[src/rtl/hssl_cfg_apb_master.sv]
// ---------------------------------------------------------------------------
// hssl_cfg_apb_master
//
// APB initiator fed by configuration packets from the HSSL link. Each
// accepted config packet (key + optional payload) becomes exactly one APB
// read or write on the register bank. A read returns its data to the host
// as a reply packet keyed with reply_key_in OR'd with the register address.
//
// Key layout: [REG_ADR_BITS-1:0] register word address,
//             [REG_ADR_BITS]     1 = write, 0 = read,
//             masked upper bits  must equal CFG_KEY under CFG_MSK.
//
// Optional feature (macro HSSL_CFG_TIMEOUT_EN): abort an ACCESS phase that
// sees no pready for TIMEOUT cycles. An aborted read replies with
// 0xdead_beef, an aborted write returns to IDLE, and drop_out pulses.
//
// Ports:
//   clk, resetn                 clock, asynchronous active-low reset
//   pkt_key_in/data_in/pld_in   incoming packet key, payload, payload-present
//   pkt_vld_in, pkt_rdy_out     incoming packet handshake (ready only in IDLE)
//   reply_key_in                base key for reply packets
//   rpy_key_out/data_out        reply packet key and payload
//   rpy_vld_out, rpy_rdy_in     reply packet handshake
//   apb_*                       APB initiator interface
//   drop_out                    one-cycle pulse on a discarded packet/abort
// ---------------------------------------------------------------------------
module hssl_cfg_apb_master #(
  parameter int unsigned APB_ADR_BITS = 16,
  parameter int unsigned REG_ADR_BITS = 8,
  parameter logic [31:0] CFG_KEY      = 32'hffff_fe00,
  parameter logic [31:0] CFG_MSK      = 32'hffff_fe00
`ifdef HSSL_CFG_TIMEOUT_EN
  ,
  parameter int unsigned TIMEOUT      = 255
`endif
) (
  input  logic                    clk,
  input  logic                    resetn,
  input  logic [31:0]             pkt_key_in,
  input  logic [31:0]             pkt_data_in,
  input  logic                    pkt_pld_in,
  input  logic                    pkt_vld_in,
  output logic                    pkt_rdy_out,
  input  logic [31:0]             reply_key_in,
  output logic [31:0]             rpy_key_out,
  output logic [31:0]             rpy_data_out,
  output logic                    rpy_vld_out,
  input  logic                    rpy_rdy_in,
  output logic                    apb_psel_out,
  output logic                    apb_penable_out,
  output logic                    apb_pwrite_out,
  output logic [APB_ADR_BITS-1:0] apb_paddr_out,
  output logic [31:0]             apb_pwdata_out,
  input  logic [31:0]             apb_prdata_in,
  input  logic                    apb_pready_in,
  input  logic                    apb_pslverr_in,
  output logic                    drop_out
);

  typedef enum logic [1:0] {
    ST_IDLE   = 2'd0,
    ST_SETUP  = 2'd1,
    ST_ACCESS = 2'd2,
    ST_REPLY  = 2'd3
  } state_t;

  localparam logic [31:0] ERR_DATA = 32'hffff_ffff;

`ifdef HSSL_CFG_TIMEOUT_EN
  localparam logic [31:0] TMO_DATA = 32'hdead_beef;
  // Last ACCESS cycle index that may still see pready before the abort.
  localparam logic [7:0]  TMO_LAST = 8'(TIMEOUT - 1);
`endif

  state_t                  state_r;
  state_t                  state_s;

  logic                    match_s;
  logic                    wr_s;
  logic [REG_ADR_BITS-1:0] addr_s;
  logic                    xfer_s;
  logic                    start_s;
  logic                    drop_s;
  logic                    ld_rpy_s;
  logic [31:0]             rpy_data_s;

  logic [REG_ADR_BITS-1:0] addr_r;
  logic                    pwrite_r;
  logic [31:0]             pwdata_r;
  logic [31:0]             rpy_key_r;
  logic [31:0]             rpy_data_r;
  logic                    psel_r;
  logic                    penable_r;
  logic                    rpy_vld_r;
  logic                    drop_r;

`ifdef HSSL_CFG_TIMEOUT_EN
  logic [7:0]              tmo_cnt_r;
  logic                    tmo_inc_s;
`endif

  // Key decode of the packet currently offered.
  assign match_s = ((pkt_key_in & CFG_MSK) == (CFG_KEY & CFG_MSK));
  assign wr_s    = pkt_key_in[REG_ADR_BITS];
  assign addr_s  = pkt_key_in[REG_ADR_BITS-1:0];

  // Ready is a pure state decode; held low while reset is asserted so that
  // every output reads 0 during reset.
  assign pkt_rdy_out = resetn && (state_r == ST_IDLE);
  assign xfer_s      = pkt_vld_in && pkt_rdy_out;

  // State register.
  always_ff @(posedge clk or negedge resetn) begin
    if (!resetn) begin
      state_r <= ST_IDLE;
    end else begin
      state_r <= state_s;
    end
  end

  // Next-state and datapath load-enable decode.
  always_comb begin
    state_s    = state_r;
    start_s    = 1'b0;
    drop_s     = 1'b0;
    ld_rpy_s   = 1'b0;
    rpy_data_s = apb_prdata_in;
`ifdef HSSL_CFG_TIMEOUT_EN
    tmo_inc_s  = 1'b0;
`endif
    case (state_r)
      ST_IDLE: begin
        if (xfer_s) begin
          // Reads ignore the payload; a write must carry one to be valid.
          if (match_s && (!wr_s || pkt_pld_in)) begin
            start_s = 1'b1;
            state_s = ST_SETUP;
          end else begin
            drop_s  = 1'b1;
            state_s = ST_IDLE;
          end
        end else begin
          state_s = ST_IDLE;
        end
      end
      ST_SETUP: begin
        state_s = ST_ACCESS;
      end
      ST_ACCESS: begin
        if (apb_pready_in) begin
          if (pwrite_r) begin
            state_s = ST_IDLE;
          end else begin
            state_s    = ST_REPLY;
            ld_rpy_s   = 1'b1;
            rpy_data_s = apb_pslverr_in ? ERR_DATA : apb_prdata_in;
          end
        end else begin
`ifdef HSSL_CFG_TIMEOUT_EN
          if (tmo_cnt_r == TMO_LAST) begin
            drop_s = 1'b1;
            if (pwrite_r) begin
              state_s = ST_IDLE;
            end else begin
              state_s    = ST_REPLY;
              ld_rpy_s   = 1'b1;
              rpy_data_s = TMO_DATA;
            end
          end else begin
            tmo_inc_s = 1'b1;
            state_s   = ST_ACCESS;
          end
`else
          state_s = ST_ACCESS;
`endif
        end
      end
      ST_REPLY: begin
        if (rpy_rdy_in) begin
          state_s = ST_IDLE;
        end else begin
          state_s = ST_REPLY;
        end
      end
      default: begin
        state_s = ST_IDLE;
      end
    endcase
  end

  // Control outputs registered from the next state so they align with it.
  always_ff @(posedge clk or negedge resetn) begin
    if (!resetn) begin
      psel_r    <= 1'b0;
      penable_r <= 1'b0;
      rpy_vld_r <= 1'b0;
      drop_r    <= 1'b0;
    end else begin
      psel_r    <= (state_s == ST_SETUP) || (state_s == ST_ACCESS);
      penable_r <= (state_s == ST_ACCESS);
      rpy_vld_r <= (state_s == ST_REPLY);
      drop_r    <= drop_s;
    end
  end

  // Transaction address/data capture; held stable for the whole transfer.
  always_ff @(posedge clk or negedge resetn) begin
    if (!resetn) begin
      addr_r   <= {REG_ADR_BITS{1'b0}};
      pwrite_r <= 1'b0;
      pwdata_r <= 32'h0000_0000;
    end else begin
      if (start_s) begin
        addr_r   <= addr_s;
        pwrite_r <= wr_s;
        if (wr_s) begin
          pwdata_r <= pkt_data_in;
        end else begin
          pwdata_r <= pwdata_r;
        end
      end else begin
        addr_r   <= addr_r;
        pwrite_r <= pwrite_r;
        pwdata_r <= pwdata_r;
      end
    end
  end

  // Reply key/data captured once on REPLY entry so they stay stable while
  // the host stalls, even if reply_key_in changes meanwhile.
  always_ff @(posedge clk or negedge resetn) begin
    if (!resetn) begin
      rpy_key_r  <= 32'h0000_0000;
      rpy_data_r <= 32'h0000_0000;
    end else begin
      if (ld_rpy_s) begin
        rpy_key_r  <= reply_key_in | 32'(addr_r);
        rpy_data_r <= rpy_data_s;
      end else begin
        rpy_key_r  <= rpy_key_r;
        rpy_data_r <= rpy_data_r;
      end
    end
  end

`ifdef HSSL_CFG_TIMEOUT_EN
  // ACCESS cycle counter: cleared as SETUP is entered, counts stalled cycles.
  always_ff @(posedge clk or negedge resetn) begin
    if (!resetn) begin
      tmo_cnt_r <= 8'd0;
    end else begin
      if (start_s) begin
        tmo_cnt_r <= 8'd0;
      end else if (tmo_inc_s) begin
        tmo_cnt_r <= tmo_cnt_r + 8'd1;
      end else begin
        tmo_cnt_r <= tmo_cnt_r;
      end
    end
  end
`endif

  assign apb_psel_out    = psel_r;
  assign apb_penable_out = penable_r;
  assign apb_pwrite_out  = pwrite_r;
  assign apb_paddr_out   = APB_ADR_BITS'({addr_r, 2'b00});
  assign apb_pwdata_out  = pwdata_r;
  assign rpy_vld_out     = rpy_vld_r;
  assign rpy_key_out     = rpy_key_r;
  assign rpy_data_out    = rpy_data_r;
  assign drop_out        = drop_r;

endmodule

[config.mk]
export PLATFORM = sky130hd
export DESIGN_NAME = hssl_cfg_apb_master
export DESIGN_NICKNAME = d
export VERILOG_FILES = /design/src/rtl/hssl_cfg_apb_master.sv
export SDC_FILE = /design/constraint.sdc
export NUM_CORES = 1
export LEC_CHECK = 0
export ABC_AREA = 1
export BUFFER_PORTS_ARGS = -buffer_cell sky130_fd_sc_hd__buf_2
export CAP_MARGIN = 10
export CORE_ASPECT_RATIO = 0.6
export CORE_MARGIN = 3
export CORE_UTILIZATION = 48
export DETAILED_ROUTE_END_ITERATION = 8
export GPL_TIMING_DRIVEN = 0
export HOLD_SLACK_MARGIN = 0.06
export PLACE_DENSITY_LB_ADDON = 0.12
export SLEW_MARGIN = 20
export SYNTH_ARGS = -nofsm -noshare
export SYNTH_HDL_FRONTEND = slang
export SYNTH_SLANG_ARGS = --single-unit
[constraint.sdc]
create_clock -name clk -period 3.8 [get_ports clk]
set_input_delay 0.76 -clock clk [delete_from_list [all_inputs] [get_ports clk]]
set_output_delay 0.76 -clock clk [all_outputs]
set_load 0.02 [all_outputs]
==> run_results.csv <==
group,metric,value,unit
global_routing,grt_pass1_wl,20.8,mm
setup_path,cp_num_buf_inv,3,
synthesis,yosys_warnings,0,
floorplan,die_y,82.5,um
pwr,ir_worst_vdd,0.239,mV
timing,hold_violations,0,
setup_path,critPathMaxFanout,38,
setup_path,critical-path-top-delay-family,"buffers and inverters",
layout,mostFrequentLayoutCell,"buf_2",
setup_path,cp-end-kind,"output port",
synthesis,synth_seq_cells,111,
timing,slew_headroom,66.1,%
cts,post_cts_buffers,0,
hold_path,hold_class,"input pin to async pin",
layout,final_cell_mix,"buf_2, nand2_1, dfrtp_1",
synthesis,synth.cell_area,4680,um2
route,ant_nets,0,
route,drc,0,
outcome,status,"finished, final reports clean",
placement,io_buffers,243,
synthesis,syn_area_per_cell,8.66,um2
route,drtIter0Drc,233,
setup_path,critPathArrivalTime,1480,ps
placement,dpl_worst_slack,1430,ps
setup_path,crit_chain,"buf_6 -> nand3_1 -> inv_1 -> buf_2",
timing,finalMaxSlewViolations,0,
synthesis,synthCells,541,
layout,drive_above_1_share,36.7,%
floorplan,design.die.area,11000,um2
synthesis,synth.distinct_cells,25,
floorplan,initial_core_util,50.2,%
cts,htree_levels,3,
pwr,leakagePower,3.92,nW
placement,routabilityCongestion,0.819,
route,route.vias.total,4427,
floorplan,ios,253,
setup_path,cp.required,3040,ps
cts,cts_root_buf,"clkbuf_16",
timing,period_share,58.9,%
global_routing,antenna_found_initial,1,
layout,final_util,69.1,%
timing,rsz0062_at_grt,"false",
setup_path,max_stage_delay,300,ps
placement,hpwl,10.4,mm
job,maxCapViolCount,0,
timing,setup_viol,0,
timing,worstMarginPinSlew,509,ps
synthesis,ys_seq_area_share,59.3,%
setup_path,slowest_stage,"buf_6",
timing,fin_crit,2240,ps
floorplan,row_count,27,
global_routing,grt_max_degree,76,
setup_path,path_class,"input pin to output port",
cts,clock_sinks,111,
timing,finClkSkew,5.76,ps
timing,holdWs,317,ps
global_routing,grt_pass1_vias,4123,
route,drtPass1Iterations,4,
layout,syn2layout_area_growth,37.4,%
pwr,power.density,389,nW/um2
cts,cts_tree,"yes",
layout,design_area,6440,um2
floorplan,die_x,134,um
global_routing,overflow,0,
cts,cts_resized,0,
layout,nets,940,
cts,clk_latency,340,ps
cts,cts_hold_buf,0,
global_routing,grt_usage,24.2,%
route,wl_per_cell,14.3,um
setup_path,start_kind,"input pin",
route,wl,13.4,mm
timing,max_freq,447,MHz
timing,setup_ws,1560,ps
cts,path_clk_slew,70,ps
cts,cts_inserted_buffers,9,
placement,placed_area,6120,um2
cts,cts_buffer_depth,2,
route,via_per_inst,4.72,
floorplan,core-area,9320,um2
[registers in the layout, summed over array words and instances (netlist names)]
signal,flops
apb_pwdata_out,32
rpy_data_out,32
rpy_key_out,32
addr_r,8
state_r,2
apb_penable_out,1
apb_psel_out,1
apb_pwrite_out,1
drop_out,1
rpy_vld_out,1
[synthesized netlist by cell type]
cell	number	area, um2
nand2_1	222	833
dfrtp_1	111	2780
inv_1	42	158
nor2_1	36	135
o21ai_0	36	180
nand3_1	34	170
buf_4	12	90.1
clkbuf_1	8	30.0
buf_6	7	78.8
buf_2	6	30.0
o21ai_1	6	30.0
nand2_2	4	25.0
a21oi_1	2	10.0
ha_1	2	25.0
inv_2	2	7.51
nor2_2	2	12.5
a31oi_1	1	6.26
clkbuf_4	1	7.51
conb_1	1	3.75
dlygate4sd1_1	1	8.76
nand4_2	1	12.5
nor2_4	1	11.3
nor2_8	1	20.0
nor3_1	1	5.00
nor3_4	1	16.3
[metal layers]
layer / up-vias / routed length (um) / global-route usage (%)
li1: 2166 / - / -
met4: 0 / 91 / 5.75
met5: - / 0 / 0
met1: 2102 / 5470 / 29.8
met2: 153 / 6850 / 42.5
met3: 6 / 1030 / 7.63
[where the power goes]
group / switching, W / total, W / internal (W)
Combinational: 0.000162 / 0.000271 / 0.000109
Clock: 0.000400 / 0.000991 / 0.000590
Sequential: 0.0000207 / 0.00124 / 0.00122
[final cells by class]
cell class | instances | area (um2)
fillers | 797 | 2890
flip-flops and latches | 111 | 2780
multi-input cells | 358 | 1520
repair buffers | 244 | 1250
plain buffers | 35 | 245
clock buffers | 11 | 243
inverters | 44 | 165
well taps | 130 | 163
clock inverters | 4 | 70.1
diodes | 1 | 2.50
[per-stage QoR]
stage	total power, W	TNS [ps]	cells
floorplan	0.00138	0	548
detailed placement	0.00154	0	922
finish	0.00250	0	938
global route	0.00261	0	938
global placement	0.00153	-2730	921
CTS	0.00253	0	937
[kinds of logic (layout without fill, tap and decap cells)]
group                      count (synthesis)  count (layout)  synth area share (%)
other                                      1               9                0.0801
and+or+nand+nor                          303             303                  26.5
buffers and inverters                     79             338                  8.76
AOI/OAI and AO/OA                         45              45                  4.83
DFF                                      111             111                  59.3
adders and majority gates                  2               2                 0.534
[path summary, 6_finish.rpt]
check | cells after the start | from | slack [ps] | end
setup / recovery | 4 | resetn | 1560 | pkt_rdy_out
hold / removal | 1 | resetn | 320 | rpy_data_out[7]$_DFFE_PN0P_
setup reg to reg | 9 | state_r[0]$_DFF_PN0_ | 2070 | apb_psel_out$_DFF_PN0_
hold reg to reg | 2 | rpy_key_out[29]$_DFFE_PN0P_ | 460 | rpy_key_out[29]$_DFFE_PN0P_
max in group asynchronous | 2 | resetn | 2810 | rpy_key_out[10]$_DFFE_PN0P_
min in group clk | 2 | rpy_key_out[29]$_DFFE_PN0P_ | 460 | rpy_key_out[29]$_DFFE_PN0P_
Note: power is estimated with default switching activity, not from simulation.
